### config.mk
export PLATFORM = sky130hd
export DESIGN_NAME = fll_cfg_sequencer
export DESIGN_NICKNAME = d
export VERILOG_FILES = /design/src/rtl/fll_cfg_sequencer.sv
export SDC_FILE = /design/constraint.sdc
export NUM_CORES = 1
export LEC_CHECK = 0
export ABC_AREA = 0
export BUFFER_PORTS_ARGS = -buffer_cell sky130_fd_sc_hd__buf_2
export CORE_ASPECT_RATIO = 0.6
export CORE_MARGIN = 3
export CORE_UTILIZATION = 48
export CTS_CLUSTER_DIAMETER = 200
export DETAILED_ROUTE_END_ITERATION = 10
export GPL_TIMING_DRIVEN = 0
export PLACE_DENSITY = 0.89
export SLEW_MARGIN = 15
export SYNTH_ARGS = -nofsm -noshare
export SYNTH_HDL_FRONTEND = slang
export SYNTH_SLANG_ARGS = --single-unit
### constraint.sdc
create_clock -name clk -period 2.8 [get_ports clk]
set_input_delay 0 -clock clk [delete_from_list [all_inputs] [get_ports clk]]
set_output_delay 0 -clock clk [all_outputs]
set_load 0.02 [all_outputs]
### src/rtl/fll_cfg_sequencer.sv
// FLL configuration sequencer: writes the two boot config registers, waits for a
// stable lock (bounded by a timeout), then gates core fetch and forwards software accesses.
module fll_cfg_sequencer #(
    parameter logic [31:0] BOOT_CFG1    = 32'hC000_05F5,
    parameter logic [31:0] BOOT_CFG2    = 32'h0000_4100,
    parameter logic [15:0] LOCK_TIMEOUT = 16'd1024
) (
    input  logic        clk,
    input  logic        rst_n,
    output logic        fll_req_o,
    output logic        fll_wrn_o,
    output logic [1:0]  fll_add_o,
    output logic [31:0] fll_wdata_o,
    input  logic        fll_ack_i,
    input  logic [31:0] fll_rdata_i,
    input  logic        fll_lock_i,
    input  logic        sw_req_i,
    input  logic        sw_wrn_i,
    input  logic [1:0]  sw_add_i,
    input  logic [31:0] sw_wdata_i,
    output logic        sw_ack_o,
    output logic [31:0] sw_rdata_o,
    input  logic        fetch_enable_i,
    output logic        fetch_enable_o,
    output logic        boot_done_o,
    output logic        lock_timeout_o
);

    typedef enum logic [3:0] {
        RST, CFG1, GAP1, CFG2, GAP2, LOCK, IDLE, SW, SWGAP
    } state_t;

    state_t      state;
    state_t      next_state;

    logic        sw_wrn_q;
    logic [1:0]  sw_add_q;
    logic [31:0] sw_wdata_q;
    logic [31:0] sw_rdata_q;
    logic        boot_done_q;
    logic        lock_timeout_q;
    logic [15:0] to_cnt;
    logic [1:0]  stab_cnt;

    logic        lock_ok;
    logic        to_hit;

    // Lock needs four consecutive high samples: three counted plus the current one.
    assign lock_ok = fll_lock_i && (stab_cnt == 2'd3);
    assign to_hit  = (to_cnt == LOCK_TIMEOUT - 16'd1);

    always_comb begin
        next_state  = state;
        fll_req_o   = 1'b0;
        fll_wrn_o   = 1'b0;
        fll_add_o   = '0;
        fll_wdata_o = '0;
        case (state)
            RST:  next_state = CFG1;
            CFG1: begin
                fll_req_o   = 1'b1;
                fll_add_o   = 2'd1;
                fll_wdata_o = BOOT_CFG1;
                if (fll_ack_i) next_state = GAP1;
            end
            GAP1: next_state = CFG2;
            CFG2: begin
                fll_req_o   = 1'b1;
                fll_add_o   = 2'd2;
                fll_wdata_o = BOOT_CFG2;
                if (fll_ack_i) next_state = GAP2;
            end
            GAP2: next_state = LOCK;
            LOCK: begin
                if (lock_ok || to_hit) next_state = IDLE;
            end
            IDLE: begin
                if (sw_req_i) next_state = SW;
            end
            SW: begin
                fll_req_o   = 1'b1;
                fll_wrn_o   = sw_wrn_q;
                fll_add_o   = sw_add_q;
                fll_wdata_o = sw_wdata_q;
                if (fll_ack_i) next_state = SWGAP;
            end
            SWGAP: next_state = IDLE;
            default: next_state = RST;
        endcase
    end

    always_ff @(posedge clk) begin
        if (!rst_n) begin
            state          <= RST;
            sw_wrn_q       <= 1'b0;
            sw_add_q       <= '0;
            sw_wdata_q     <= '0;
            sw_rdata_q     <= '0;
            boot_done_q    <= 1'b0;
            lock_timeout_q <= 1'b0;
            to_cnt         <= '0;
            stab_cnt       <= '0;
        end else begin
            state <= next_state;

            // Counters run only inside LOCK so they always start from zero on entry.
            if (state == LOCK) begin
                to_cnt   <= to_cnt + 16'd1;
                stab_cnt <= fll_lock_i ? stab_cnt + 2'd1 : 2'd0;
            end else begin
                to_cnt   <= '0;
                stab_cnt <= '0;
            end

            if (state == LOCK && next_state == IDLE) begin
                boot_done_q <= 1'b1;
                if (!lock_ok) lock_timeout_q <= 1'b1;
            end

            if (state == IDLE && sw_req_i) begin
                sw_wrn_q   <= sw_wrn_i;
                sw_add_q   <= sw_add_i;
                sw_wdata_q <= sw_wdata_i;
            end

            if (state == SW && fll_ack_i) sw_rdata_q <= fll_rdata_i;
        end
    end

    assign sw_ack_o       = (state == SWGAP);
    assign sw_rdata_o     = sw_rdata_q;
    assign boot_done_o    = boot_done_q;
    assign lock_timeout_o = lock_timeout_q;
    assign fetch_enable_o = fetch_enable_i & boot_done_q;

endmodule
=== After elaboration in Yosys (flattened, before gate mapping) ===
Index checks and enable logic that the tools add are counted.
Widths: inputs -> output; s select.

* Flip-flop bits (word level): 91
* Output and inout port bits: 72

* Add/subtract/negate cells: 2
* Equal/unequal tests: 11
* Mux-type cells: 10
* Bitwise gates (word level): 2
* Reduce and logical (&&, ||, !) cells: 10

{| class="wikitable"
|+ Operator list
! kind !! number
|-
| $pmux 32 s3 || 1
|-
| $pmux 4 s9 || 1
|-
| $eq 4x3->1 const B || 5
|-
| $mux 4 || 5
|-
| $add 16x1->16 const B || 1
|-
| $eq 16x10->1 const B || 1
|-
| $eq 4x2->1 const B || 2
|-
| $pmux 2 s3 || 1
|-
| $eq 4x1->1 const B || 1
|-
| $eq 4x4->1 const B || 1
|-
| $logic_and 1x1->1 || 4
|-
| $logic_not 4->1 || 1
|-
| $reduce_and 2->1 || 2
|-
| $reduce_and 3->1 || 1
|-
| $reduce_or 3->1 || 1
|-
| $add 2x1->2 const B || 1
|-
| $eq 2x2->1 const B || 1
|-
| $mux 1 || 2
|-
| $and 1x1->1 || 1
|-
| $logic_or 1x1->1 || 1
|-
| $not 1->1 || 1
|}

=== Depth between registers and ports, before layout ===
* Word-level depth: 8
* Gate-level depth with buffers: 7

=== Least setup slack after synthesis ===
No wires, ideal clock.

* Path type: register -> register
* Start point: register to_cnt[0]
* End point: register boot_done_q (netlist: boot_done_o)
* Library setup time: 0.070 ns
* Arrival: 1.268 ns
* Slack: 1.462 ns
* Stages on the path, launching flop included: 7
* Buffers on the path: 1
* Path through: dfxtp_1 > ha_1 > buf_2 > nor4b_1 > and4_1 > o21ai_1 > a21boi_1

* Longest elaborated chain between the ends: 6

{| class="wikitable"
|+ RTL lines
! what !! line !! text
|-
| start: declaration || 42 || <nowiki>logic [15:0] to_cnt;</nowiki>
|-
| start signal: assignment || 108 || <nowiki>to_cnt <= to_cnt + 16'd1;</nowiki>
|-
| $eq 16x10->1 || 50 || <nowiki>assign to_hit = (to_cnt == LOCK_TIMEOUT - 16'd1);</nowiki>
|-
| $logic_or 1x1->1 || 75 || <nowiki>if (lock_ok || to_hit) next_state = IDLE;</nowiki>
|-
| $mux 4 || 75 ||
|-
| $pmux 4 s9 || 58 || <nowiki>case (state)</nowiki>
|-
| $eq 4x3->1 || 115 || <nowiki>if (state == LOCK && next_state == IDLE) begin</nowiki>
|-
| $logic_and 1x1->1 || 115 ||
|-
| end signal: assignment || 99 || <nowiki>boot_done_q <= 1'b0;</nowiki>
|-
| end signal: assignment || 116 || <nowiki>boot_done_q <= 1'b1;</nowiki>
|-
| end: declaration || 40 || <nowiki>logic boot_done_q;</nowiki>
|}

No other way between the ends.
A chain may end at the register's enable or synchronous reset.

=== Worst setup path in the final report ===
* Start point: register state[3]
* End point: output fll_wdata_o[31]

* Longest elaborated chain between the ends: 2
* Elaborated cells on any way between the ends: 4
* Classes of those cells: 3 x eq/ne; 1 x mux

{| class="wikitable"
|+ RTL lines
! what !! line !! text
|-
| start: declaration || 33 || <nowiki>state_t state;</nowiki>
|-
| start signal: assignment || 104 || <nowiki>state <= next_state;</nowiki>
|-
| $eq 4x3->1 (tied with other cells) || 58 ||
|-
| $pmux 32 s3 (*) || 58 ||
|-
| end: declaration || 13 || <nowiki>output logic [31:0] fll_wdata_o,</nowiki>
|}

Mark *: on every way between the ends. The rest lies on a longest branch, timed or not.

==> metrics.yaml <==
status:
  run_status: "finished clean"
sta:
  setup_viol: 0
  fmax_mhz: 518
  fin_worst_skew_ns: 0.00562
  fin_setup_tns_ns: 0
  rsz0062_at_grt: "false"
  relSlewSlack_pct: 49.2
  maxSlewViolCount: 0
  fin_ws_ns: 0.869
  period_share_pct: 69.0
  fin_crit_ns: 1.93
  hold_viol: 0
  tightestPinTransition_ns: 0.757
logic_synthesis:
  synth_flop_cell: "dfxtp_1"
  syn_inst: 465
  syn_nets: 540
  synth-edff-count: 0
  netlist.area_leader.share_pct: 46.7
  ys_seq_area_share_pct: 46.7
  yosys_register_bits: 91
  yosys.area.top_type: "dfxtp_1"
  syn_avg_cell_area_um2: 8.40
  ys_warn_count: 0
  synth_cell_types: 38
  synth_area_um2: 3900
  synth-async-reset-ratio_pct: 0
  synth_area_leaders: "dfxtp_1 47%, nand2_1 14%, a21boi_1 12%, and2_1 4.5%, xor2_1 2.9%"
min_path:
  holdPathEnd: "to_cnt[2]"
  hp-start: "rst_n"
  holdPathStages: 3
  hp-class: "in2reg"
global_routing:
  grt_max_degree: 15
  grt_first_pass_wirelength_um: 18600
  first_global_vias: 3876
  grt_overflow_total: 0
  track_usage_pct: 25.6
  antenna_found_initial: 0
job:
  cap_viol_max_count: 0
setup_path:
  end_kind: "output port"
  cp.depth: 5
  arrival_ns: 1.93
  rrSetupSlack_ns: 1.16
  cp.required_ns: 2.80
  reg2reg_depth: 6
  worst-setup-path-type: "reg2out"
  worst_path_largest_cell_delay_ns: 0.59
  cp_slowest_cell: "nor3_2"
  crit_chain: "buf_2 > nand2b_1 > nor3_2 > a21o_1 > buf_2"
  r2r-end: "boot_done_o"
  critPathBufInv: 2
  cp_common_cell: "buf_2"
  critPathMaxFanout: 10
  cp-start-kind: "flip-flop"
  regToRegStartpoint: "to_cnt[0]"
  crit_path_start: "state[3]"
  crit_family: "simple AND/OR/NAND/NOR gates"
clock_tree:
  cts_root_buf: "clkbuf_16"
  cts_tree: "done"
  clk_path_buf_depth: 2
  post_cts_buffers: 0
  numCtsBuffers: 9
  clock_sinks: 91
  h-tree-depth: 3
  path_clk_slew_ns: 0.06
  clk_latency_ns: 0.33
power:
  fin_total_pwr_mw: 2.94
  leakage_nw: 2.57
  powerDensity_nw_per_um2: 510
  peakVddDrop_v: 0.000523
route:
  wl_per_cell_um: 15.0
  viasPerCell: 5.11
  ant_nets: 0
  wl_um: 12000
  vias: 4070
  drc: 0
  drt-initial-drc-count: 272
  drt-pass1-iter-count: 5
place:
  preCtsSetupSlack_ns: 1.17
  gp_congestion: 0.781
  detailedPlacementHpwl_um: 7770
  io_buffers: 144
floorplan:
  die_area_um2: 9290
  core_area_um2: 7570
  die_w_um: 122
  die_height_um: 75.9
  top_level_ports: 145
  start_util_pct: 51.6
  row_count: 24
final_layout:
  syn2layout_area_growth_pct: 47.6
  nets: 763
  final_cell_mix: "157 x buf_2, 143 x nand2_1, 91 x dfxtp_1, 68 x dlygate4sd3_1, 61 x a21boi_1"
  final_util_pct: 76.2
  n_antenna_cell: 0
  final_common_cell: "buf_2"
  drive_above_1_share_pct: 26.8
registers in the layout, indices dropped and copies added (netlist names):
name            flops
to_cnt             16
sw_rdata_o         32
sw_wrn_q            1
stab_cnt            2
sw_wdata_q         32
lock_timeout_o      1
sw_add_q            2
state               4
boot_done_o         1
report_power, final:
group / internal (mW) / total (mW) / switching [mW]
registers: 1.30 / 1.31 / 0.00595
logic: 0.168 / 0.321 / 0.153
clock network: 0.826 / 1.31 / 0.485
total: 2.30 / 2.94 / 0.644
Yosys cell counts (6+ instances only):
cell      number
nand2_1      143
clkbuf_1      12
dfxtp_1       91
xor2_1        13
buf_6          6
a21boi_0       7
nor2_1        18
and2_1        28
a21boi_1      61
a21o_1        10
buf_2         13
nand4_1        7
timing repair:
item                                   in CTS  in global routing
hold buffers                               68                  0
endpoints found under the hold margin      69                  0
resized for setup                           0                  0
layer usage:
metal	global-route usage, %	part of all wire [%]
met1	30.4	43
met2	46.7	48
met3	7.12	7.8
met4	6.95	1.4
met5	0	0
final cells by class:
| type | instances | area, um2 |
|---|---|---|
| well taps | 104 | 130 |
| fillers | 506 | 1800 |
| repair buffers | 212 | 1400 |
| clock buffers | 11 | 253 |
| multi-input cells | 336 | 1870 |
| clock inverters | 5 | 75.1 |
| flip-flops and latches | 91 | 1820 |
| plain buffers | 35 | 204 |
| inverters | 3 | 11.3 |
metrics by stage:
step	cells	cell area [um2]	hold WS, ns
4_1_cts	797	5760	0.000742
5_1_grt	797	5760	0.0170
3_5_place_dp	713	4760	0.247
2_1_floorplan	465	3910	0.135
3_3_place_gp	713	4760	0.238
6_report	797	5760	0.0101
cell families after synthesis:
| kind of cell | share of synthesized area [%] |
|---|---|
| flip-flops | 46.7 |
| AND/OR/NAND/NOR | 27.4 |
| AO/OA/AOI/OAI | 16.6 |
| buffers and inverters | 5.51 |
| XOR/XNOR | 3.14 |
| adder cells (fa/ha/maj) | 0.641 |
worst min-delay path: stages:
cell,delay [ns]
buf_2,0.12
nand2_2,0.12
nor2_1,0.06
how the worst max path moves through the flow:
stage	slack, ns	to
floorplan	1.46	boot_done_o
global placement	1.26	boot_done_o
detailed placement	1.17	boot_done_o
CTS	0.89	fll_wdata_o[10]
global route	0.74	fll_wdata_o[31]
finish	0.87	fll_wdata_o[31]
No activity file was read; power rests on OpenSTA's default activity.
